File: config.mk
export PLATFORM = sky130hd
export DESIGN_NAME = mem_access_unit
export DESIGN_NICKNAME = d
export VERILOG_FILES = /design/src/rtl/mem_access_unit_pkg.sv /design/src/rtl/mem_access_unit_lsu_byte_lane.sv /design/src/rtl/mem_access_unit.sv
export SDC_FILE = /design/constraint.sdc
export NUM_CORES = 1
export LEC_CHECK = 0
export ABC_AREA = 1
export BUFFER_PORTS_ARGS = -buffer_cell sky130_fd_sc_hd__buf_2
export CORE_UTILIZATION = 56
export CTS_CLUSTER_DIAMETER = 30
export DETAILED_ROUTE_END_ITERATION = 12
export HOLD_SLACK_MARGIN = 0.02
export PLACE_DENSITY = 0.89
export REMOVE_ABC_BUFFERS = 1
export SLEW_MARGIN = 20
export SYNTH_ARGS = -nofsm -noshare
export SYNTH_HDL_FRONTEND = slang
export SYNTH_SLANG_ARGS = --single-unit
File: constraint.sdc
create_clock -name clk -period 2.7 [get_ports clk]
set_input_delay 0.27 -clock clk [delete_from_list [all_inputs] [get_ports clk]]
set_output_delay 0.27 -clock clk [all_outputs]
set_load 0.02 [all_outputs]
File: src/rtl/mem_access_unit_pkg.sv
// Shared definitions for the MEM-stage load/store controller: op codes,
// memory strobe constants, FSM state type and small decode helpers.
package mem_access_unit_pkg;

   localparam int DEF_MEM_AW = 12;

   localparam logic [3:0] OP_NOP = 4'd0;
   localparam logic [3:0] OP_LW  = 4'd1;
   localparam logic [3:0] OP_LH  = 4'd2;
   localparam logic [3:0] OP_LHU = 4'd3;
   localparam logic [3:0] OP_LB  = 4'd4;
   localparam logic [3:0] OP_LBU = 4'd5;
   localparam logic [3:0] OP_SW  = 4'd6;
   localparam logic [3:0] OP_SH  = 4'd7;
   localparam logic [3:0] OP_SB  = 4'd8;

   localparam logic RamEnable  = 1'b1;
   localparam logic RamDisable = 1'b0;
   localparam logic RamWrite   = 1'b1;
   localparam logic RamRead    = 1'b0;

   typedef enum logic {
      ST_IDLE = 1'b0,
      ST_WR   = 1'b1
   } state_e;

   function automatic logic is_load(input logic [3:0] op);
      return (op == OP_LW) || (op == OP_LH) || (op == OP_LHU) ||
             (op == OP_LB) || (op == OP_LBU);
   endfunction

   function automatic logic is_store(input logic [3:0] op);
      return (op == OP_SW) || (op == OP_SH) || (op == OP_SB);
   endfunction

   // Word ops need a 4-byte boundary, half ops a 2-byte one; bytes always fit.
   function automatic logic is_aligned(input logic [3:0] op, input logic [1:0] off);
      logic ok;
      case (op)
         OP_LW, OP_SW:         ok = (off == 2'b00);
         OP_LH, OP_LHU, OP_SH: ok = (off[0] == 1'b0);
         default:              ok = 1'b1;
      endcase
      return ok;
   endfunction

endpackage

File: src/rtl/mem_access_unit_lsu_byte_lane.sv
// Byte-lane datapath: picks the addressed byte/half out of a memory word and
// extends it for loads, and builds the read-modify-write word for sub-word stores.
module lsu_byte_lane
   import mem_access_unit_pkg::*;
(
   input  logic [3:0]  op_i,
   input  logic [1:0]  off_i,
   input  logic [31:0] rdata_i,
   input  logic [15:0] st_data_i,
   output logic [31:0] ld_data_o,
   output logic [31:0] merged_o
);

   logic [7:0]  byte_sel;
   logic [15:0] half_sel;

   // Select the addressed little-endian byte and half from the read word.
   always_comb begin
      byte_sel = rdata_i[7:0];
      case (off_i)
         2'd0: byte_sel = rdata_i[7:0];
         2'd1: byte_sel = rdata_i[15:8];
         2'd2: byte_sel = rdata_i[23:16];
         2'd3: byte_sel = rdata_i[31:24];
         default: byte_sel = rdata_i[7:0];
      endcase
      half_sel = off_i[1] ? rdata_i[31:16] : rdata_i[15:0];
   end

   // Sign- or zero-extend the selected lane according to the load op.
   always_comb begin
      ld_data_o = 32'h0;
      case (op_i)
         OP_LW:  ld_data_o = rdata_i;
         OP_LH:  ld_data_o = {{16{half_sel[15]}}, half_sel};
         OP_LHU: ld_data_o = {16'h0, half_sel};
         OP_LB:  ld_data_o = {{24{byte_sel[7]}}, byte_sel};
         OP_LBU: ld_data_o = {24'h0, byte_sel};
         default: ld_data_o = 32'h0;
      endcase
   end

   // Replace only the addressed lane of the old word with the store data.
   always_comb begin
      merged_o = rdata_i;
      case (op_i)
         OP_SB: begin
            case (off_i)
               2'd0: merged_o[7:0]   = st_data_i[7:0];
               2'd1: merged_o[15:8]  = st_data_i[7:0];
               2'd2: merged_o[23:16] = st_data_i[7:0];
               2'd3: merged_o[31:24] = st_data_i[7:0];
               default: merged_o = rdata_i;
            endcase
         end
         OP_SH: begin
            if (off_i[1]) merged_o[31:16] = st_data_i;
            else          merged_o[15:0]  = st_data_i;
         end
         default: merged_o = rdata_i;
      endcase
   end

endmodule

File: src/rtl/mem_access_unit.sv
// MEM-stage load/store controller. Maps word/half/byte ops onto a word-wide
// memory, extends load data, raises misalign/range faults, and performs
// sub-word stores as read (IDLE) then write (WR) with a one-cycle stall.
// Handshake: req_valid qualifies req_* each cycle; while stall=1 the request
// is ignored and upstream must keep presenting it until stall drops.
module mem_access_unit
   import mem_access_unit_pkg::*;
#(
   parameter int MEM_AW = DEF_MEM_AW
)
(
   input  logic        clk,
   input  logic        rst_n,
   input  logic        req_valid,
   input  logic [3:0]  req_op,
   input  logic [31:0] req_addr,
   input  logic [31:0] req_wdata,
   output logic        stall,
   output logic        mem_ce,
   output logic        mem_we,
   output logic [31:0] mem_addr,
   output logic [31:0] mem_wdata,
   input  logic [31:0] mem_rdata,
   output logic        ld_valid,
   output logic [31:0] ld_data,
   output logic        exc_misalign,
   output logic        exc_range,
   output logic [31:0] exc_addr,
   output state_e      dbg_state
);

   state_e      state_q;
   logic [31:0] wr_addr_q;
   logic [31:0] wr_data_q;
   logic        ld_valid_q;
   logic [31:0] ld_data_q;
   logic        exc_misalign_q;
   logic        exc_range_q;
   logic [31:0] exc_addr_q;

   logic [31:0] ld_data_d;
   logic [31:0] wr_data_d;
   logic        accept;
   logic        aligned;
   logic        in_range;
   logic        fault_mis;
   logic        fault_rng;
   logic        legal;

   lsu_byte_lane u_lane (
      .op_i      (req_op),
      .off_i     (req_addr[1:0]),
      .rdata_i   (mem_rdata),
      .st_data_i (req_wdata[15:0]),
      .ld_data_o (ld_data_d),
      .merged_o  (wr_data_d)
   );

   // Classify the incoming request; only real memory ops in IDLE are considered.
   always_comb begin
      accept    = (state_q == ST_IDLE) && req_valid &&
                  (is_load(req_op) || is_store(req_op));
      aligned   = is_aligned(req_op, req_addr[1:0]);
      in_range  = (req_addr[31:MEM_AW] == '0);
      fault_mis = accept && !aligned;
      fault_rng = accept && aligned && !in_range;
      legal     = accept && aligned && in_range;
   end

   // Drive the memory port: WR replays the merged word, IDLE serves legal ops.
   always_comb begin
      mem_ce    = RamDisable;
      mem_we    = RamRead;
      mem_addr  = 32'h0;
      mem_wdata = 32'h0;
      if (state_q == ST_WR) begin
         mem_ce    = RamEnable;
         mem_we    = RamWrite;
         mem_addr  = wr_addr_q;
         mem_wdata = wr_data_q;
      end else if (legal) begin
         mem_ce   = RamEnable;
         mem_addr = {req_addr[31:2], 2'b00};
         if (req_op == OP_SW) begin
            mem_we    = RamWrite;
            mem_wdata = req_wdata;
         end
      end
   end

   // FSM with registered load result, fault pulses and captured store word.
   always_ff @(posedge clk or negedge rst_n) begin
      if (!rst_n) begin
         state_q        <= ST_IDLE;
         wr_addr_q      <= 32'h0;
         wr_data_q      <= 32'h0;
         ld_valid_q     <= 1'b0;
         ld_data_q      <= 32'h0;
         exc_misalign_q <= 1'b0;
         exc_range_q    <= 1'b0;
         exc_addr_q     <= 32'h0;
      end else begin
         ld_valid_q     <= 1'b0;
         exc_misalign_q <= 1'b0;
         exc_range_q    <= 1'b0;
         case (state_q)
            ST_IDLE: begin
               if (fault_mis) begin
                  exc_misalign_q <= 1'b1;
                  exc_addr_q     <= req_addr;
               end else if (fault_rng) begin
                  exc_range_q <= 1'b1;
                  exc_addr_q  <= req_addr;
               end else if (legal) begin
                  if (is_load(req_op)) begin
                     ld_valid_q <= 1'b1;
                     ld_data_q  <= ld_data_d;
                  end else if ((req_op == OP_SB) || (req_op == OP_SH)) begin
                     wr_addr_q <= {req_addr[31:2], 2'b00};
                     wr_data_q <= wr_data_d;
                     state_q   <= ST_WR;
                  end
               end
            end
            ST_WR: begin
               state_q <= ST_IDLE;
            end
            default: begin
               state_q <= ST_IDLE;
            end
         endcase
      end
   end

   assign stall        = (state_q == ST_WR);
   assign ld_valid     = ld_valid_q;
   assign ld_data      = ld_data_q;
   assign exc_misalign = exc_misalign_q;
   assign exc_range    = exc_range_q;
   assign exc_addr     = exc_addr_q;
   assign dbg_state    = state_q;

endmodule

==> reports/summary.txt <==
count of TritonRoute iterations in the first routing pass: 6
capturing instance or port of the critical path: mem_wdata[30]
total global-route track usage: 34.8%
Data arrival, critical path: 2.05 ns
startpoint of the worst register-to-register path: dbg_state
area of the core: 13300 µm²
Worst-Margin Slew: 0.786 ns
synthesized area per cell: 6.68 µm²
worst r2r path cells: 8
reg-to-reg setup timing slack: 0.91 ns
CTS tree: built
count of input and output buffers: 235
area of the die: 14300 µm²
final number of hold-violating endpoints: 0
total wirelength of the detailed-routed design: 24300 µm
Final nets: 1460
pin count of the biggest net entering global routing: 78
portion of the clock cycle consumed by the worst path in the final layout: 86.0%
Crit Path Max Fanout: 43
fill cell count: 1110
count of different cell masters after synthesis: 28
path type of the worst min-delay path: primary input to register
horizontal die dimension: 119 µm
critical path start-end classification: register to output port
Worst-Skew Late Latency: 0.42 ns
startpoint type of the worst setup path: register
share of synthesized cell area in full adder, half adder and majority cells: 0%
number of top-level pins: 238
maximum ir drop on the vdd rail: 0.000379 V
unrepaired setup endpoints after global routing: false
Seq cells post-synth: 130
drt via density: 5.58
remaining antenna violation count: 0
largest family of logic cells by synthesized area: simple AND/OR/NAND/NOR gates
yosys warns: 0
TritonCTS sink count: 130
layout cell share with drive strength beyond 1: 22.1%
DRC errors left: 0
power consumption: 5.25 mW
CTS H-Tree Depth: 4
Final Slew Violations: 0
count of vias placed by the detailed router: 8619
result of the run: complete, no violations
cell area power density: 549 nW/µm²
overflow left after global routing: 0
share of the yosys chip area belonging to registers: 42.1%
half-perimeter wire length after placement: 16500 µm
combined area of the multi-input logic cells: 3710 µm²
xor/xnor share of the synthesized area: 0%
clock tree skew after final layout: 0.00635 ns
fraction of synthesized area in multiplexers: 0%
vertical die dimension: 119 µm
worst reg2reg path endpoint: ld_data[28]
initial antenna violation count: 4
Finish-stage setup viols: 0
combined area of all synthesized cells: 7730 µm²
Worst setup EP type: output port
upper clock frequency limit: 0.431 GHz
Starting DRT DRC Count: 984
weighted congestion reported at the end of routability-driven placement: 0.932
first-pass GRT wire length: 38800 µm
register area: 3250 µm²
LEAKAGE: 5.65 nW
Max Cap Viol: 0
number of standard cells after synthesis: 1157
worst endpoint required time: 2.43 ns
simple-gate area share of the yosys netlist: 33.2%
CTS root buffer: sky130_fd_sc_hd__clkbuf_16
register clock-pin slew on the reported worst setup and hold paths: 0.06 ns
post-route minimum period: 2.32 ns
via count of the first global-routing pass: 7896
fraction of the mapped netlist area in compound gates: 14.7%
post-place instance area: 8970 µm²
initial standard-cell utilization of the core: 57.9%
average routed wire per standard cell: 15.7 µm
maximum root-to-sink buffer count: 2
Final Core Density: 71.6%
total clock buffers created by CTS: 17
area delta synth->final: 23.6%
count of instances resized after the clock tree is built: 0
Placement Rows: 42
worst slew margin relative to its limit: 47.5%
Min Hold Slack: 0.0622 ns
beginning of the critical path: dbg_state
post-route cell area: 9550 µm²
## final cells by class
class / count / area share, %
Clock buffer: 20 / 4.57
Clock inverter: 11 / 1.38
Timing Repair Buffer: 257 / 14.4
Antenna cell: 1 / 0.0262
Sequential cell: 130 / 34.1
Inverter: 111 / 4.36
Multi-Input combinational cell: 840 / 38.9
Tap cell: 176 / 2.31
## power by group
| part | leakage [nW] | internal, mW | switching [mW] |
|---|---|---|---|
| logic | 3.72 | 0.284 | 0.605 |
| registers | 1.65 | 2.06 | 0.0633 |
| clock network | 0.279 | 1.36 | 0.872 |
| total | 5.65 | 3.71 | 1.54 |
## logic make-up (layout without fill, tap and decap cells)
family	count (synthesis)	in the layout
other	1	3
DFF	130	130
and+or+nand+nor	625	625
buffers and inverters	188	399
AOI/OAI and AO/OA	213	213
## state kept, by name, summed over array words and instances, names as in the netlist
register      count
dbg_state         1
exc_addr         32
exc_misalign      1
exc_range         1
ld_data          32
ld_valid          1
wr_addr_q        30
wr_data_q        32
## placed cells by master, fill, tap and decap left out, types with 3 or more instances in the layout
cell type and instances:
sky130_fd_sc_hd__nand4_1 5, sky130_fd_sc_hd__clkbuf_1 3, sky130_fd_sc_hd__clkbuf_16 17, sky130_fd_sc_hd__buf_4 19, sky130_fd_sc_hd__buf_2 234, sky130_fd_sc_hd__o21ai_0 130
sky130_fd_sc_hd__nand2_1 415, sky130_fd_sc_hd__clkinv_4 5, sky130_fd_sc_hd__inv_1 110, sky130_fd_sc_hd__o221ai_1 3, sky130_fd_sc_hd__a21oi_1 58, sky130_fd_sc_hd__o22ai_1 5
sky130_fd_sc_hd__nor2_2 4, sky130_fd_sc_hd__o211ai_1 15, sky130_fd_sc_hd__nor2_1 75, sky130_fd_sc_hd__nand2_2 5, sky130_fd_sc_hd__nand3_1 114, sky130_fd_sc_hd__dfrtp_1 129
## worst min-delay path by stage
stage / start / to / slack, ns / depth (start not counted)
3_5_place_dp: rst_n / ld_data[18] / 0.36 / 1
6_report: req_addr[15] / exc_addr[15] / 0.06 / 3
2_1_floorplan: rst_n / dbg_state / -0.03 / 0
3_3_place_gp: rst_n / ld_data[23] / 0.36 / 1
5_1_grt: req_addr[15] / exc_addr[15] / 0.06 / 3
4_1_cts: req_addr[3] / exc_addr[3] / 0.06 / 3
## stage by stage
step                      setup TNS [ns]  cells  setup WS (ns)
after floorplan                   -16.37   1081         -0.242
after global placement                 0   1513          0.532
after detailed placement               0   1513          0.522
after CTS                              0   1545          0.425
after global routing                   0   1545          0.210
final                                  0   1546          0.379
## what timing repair did
action | 4_1_cts | 5_1_grt
setup buffers | 0 | 0
hold endpoints to repair | 76 | 0
hold buffers | 1 | 0
## critical path, cell delays in order (launching register included)
cell and delay [ns]:
sky130_fd_sc_hd__dfrtp_2 0.40, sky130_fd_sc_hd__nor2_1 0.11, sky130_fd_sc_hd__nand2_1 0.11, sky130_fd_sc_hd__a21oi_4 0.17
sky130_fd_sc_hd__nand2_1 0.07, sky130_fd_sc_hd__buf_4 0.27, sky130_fd_sc_hd__o21ai_0 0.27, sky130_fd_sc_hd__buf_2 0.21
## per-layer routing
metal	vias up	routed length, µm	track usage, %
met4	4	1190	17.3
li1	4089	-	-
met3	101	2380	8.52
met5	-	29	0
met1	3897	9410	43.1
met2	528	11300	56.4
## synthesized netlist by cell type
master                       n  area [µm²]
sky130_fd_sc_hd__a21oi_1    58         290
sky130_fd_sc_hd__a21oi_4     1        16.3
sky130_fd_sc_hd__a22oi_1     1        7.51
sky130_fd_sc_hd__buf_1       8        30.0
sky130_fd_sc_hd__buf_2      18        90.1
sky130_fd_sc_hd__buf_4       5        37.5
sky130_fd_sc_hd__buf_6       3        33.8
sky130_fd_sc_hd__clkbuf_1   43         161
sky130_fd_sc_hd__conb_1      1        3.75
sky130_fd_sc_hd__dfrtp_1   130        3250
sky130_fd_sc_hd__inv_1     110         413
sky130_fd_sc_hd__inv_2       1        3.75
sky130_fd_sc_hd__nand2_1   415        1560
sky130_fd_sc_hd__nand2_2     5        31.3
sky130_fd_sc_hd__nand3_1   114         571
sky130_fd_sc_hd__nand3_2     2        20.0
sky130_fd_sc_hd__nand4_1     5        31.3
sky130_fd_sc_hd__nand4_4     1        21.3
sky130_fd_sc_hd__nor2_1     76         285
sky130_fd_sc_hd__nor2_2      3        18.8
sky130_fd_sc_hd__nor2_4      1        11.3
sky130_fd_sc_hd__nor3_1      1        5.00
sky130_fd_sc_hd__o211ai_1   15         113
sky130_fd_sc_hd__o21ai_0   130         651
sky130_fd_sc_hd__o221ai_1    3        26.3
sky130_fd_sc_hd__o22ai_1     5        31.3
sky130_fd_sc_hd__or2_1       1        6.26
sky130_fd_sc_hd__or2_2       1        6.26
(Power assumes the default switching activity.)
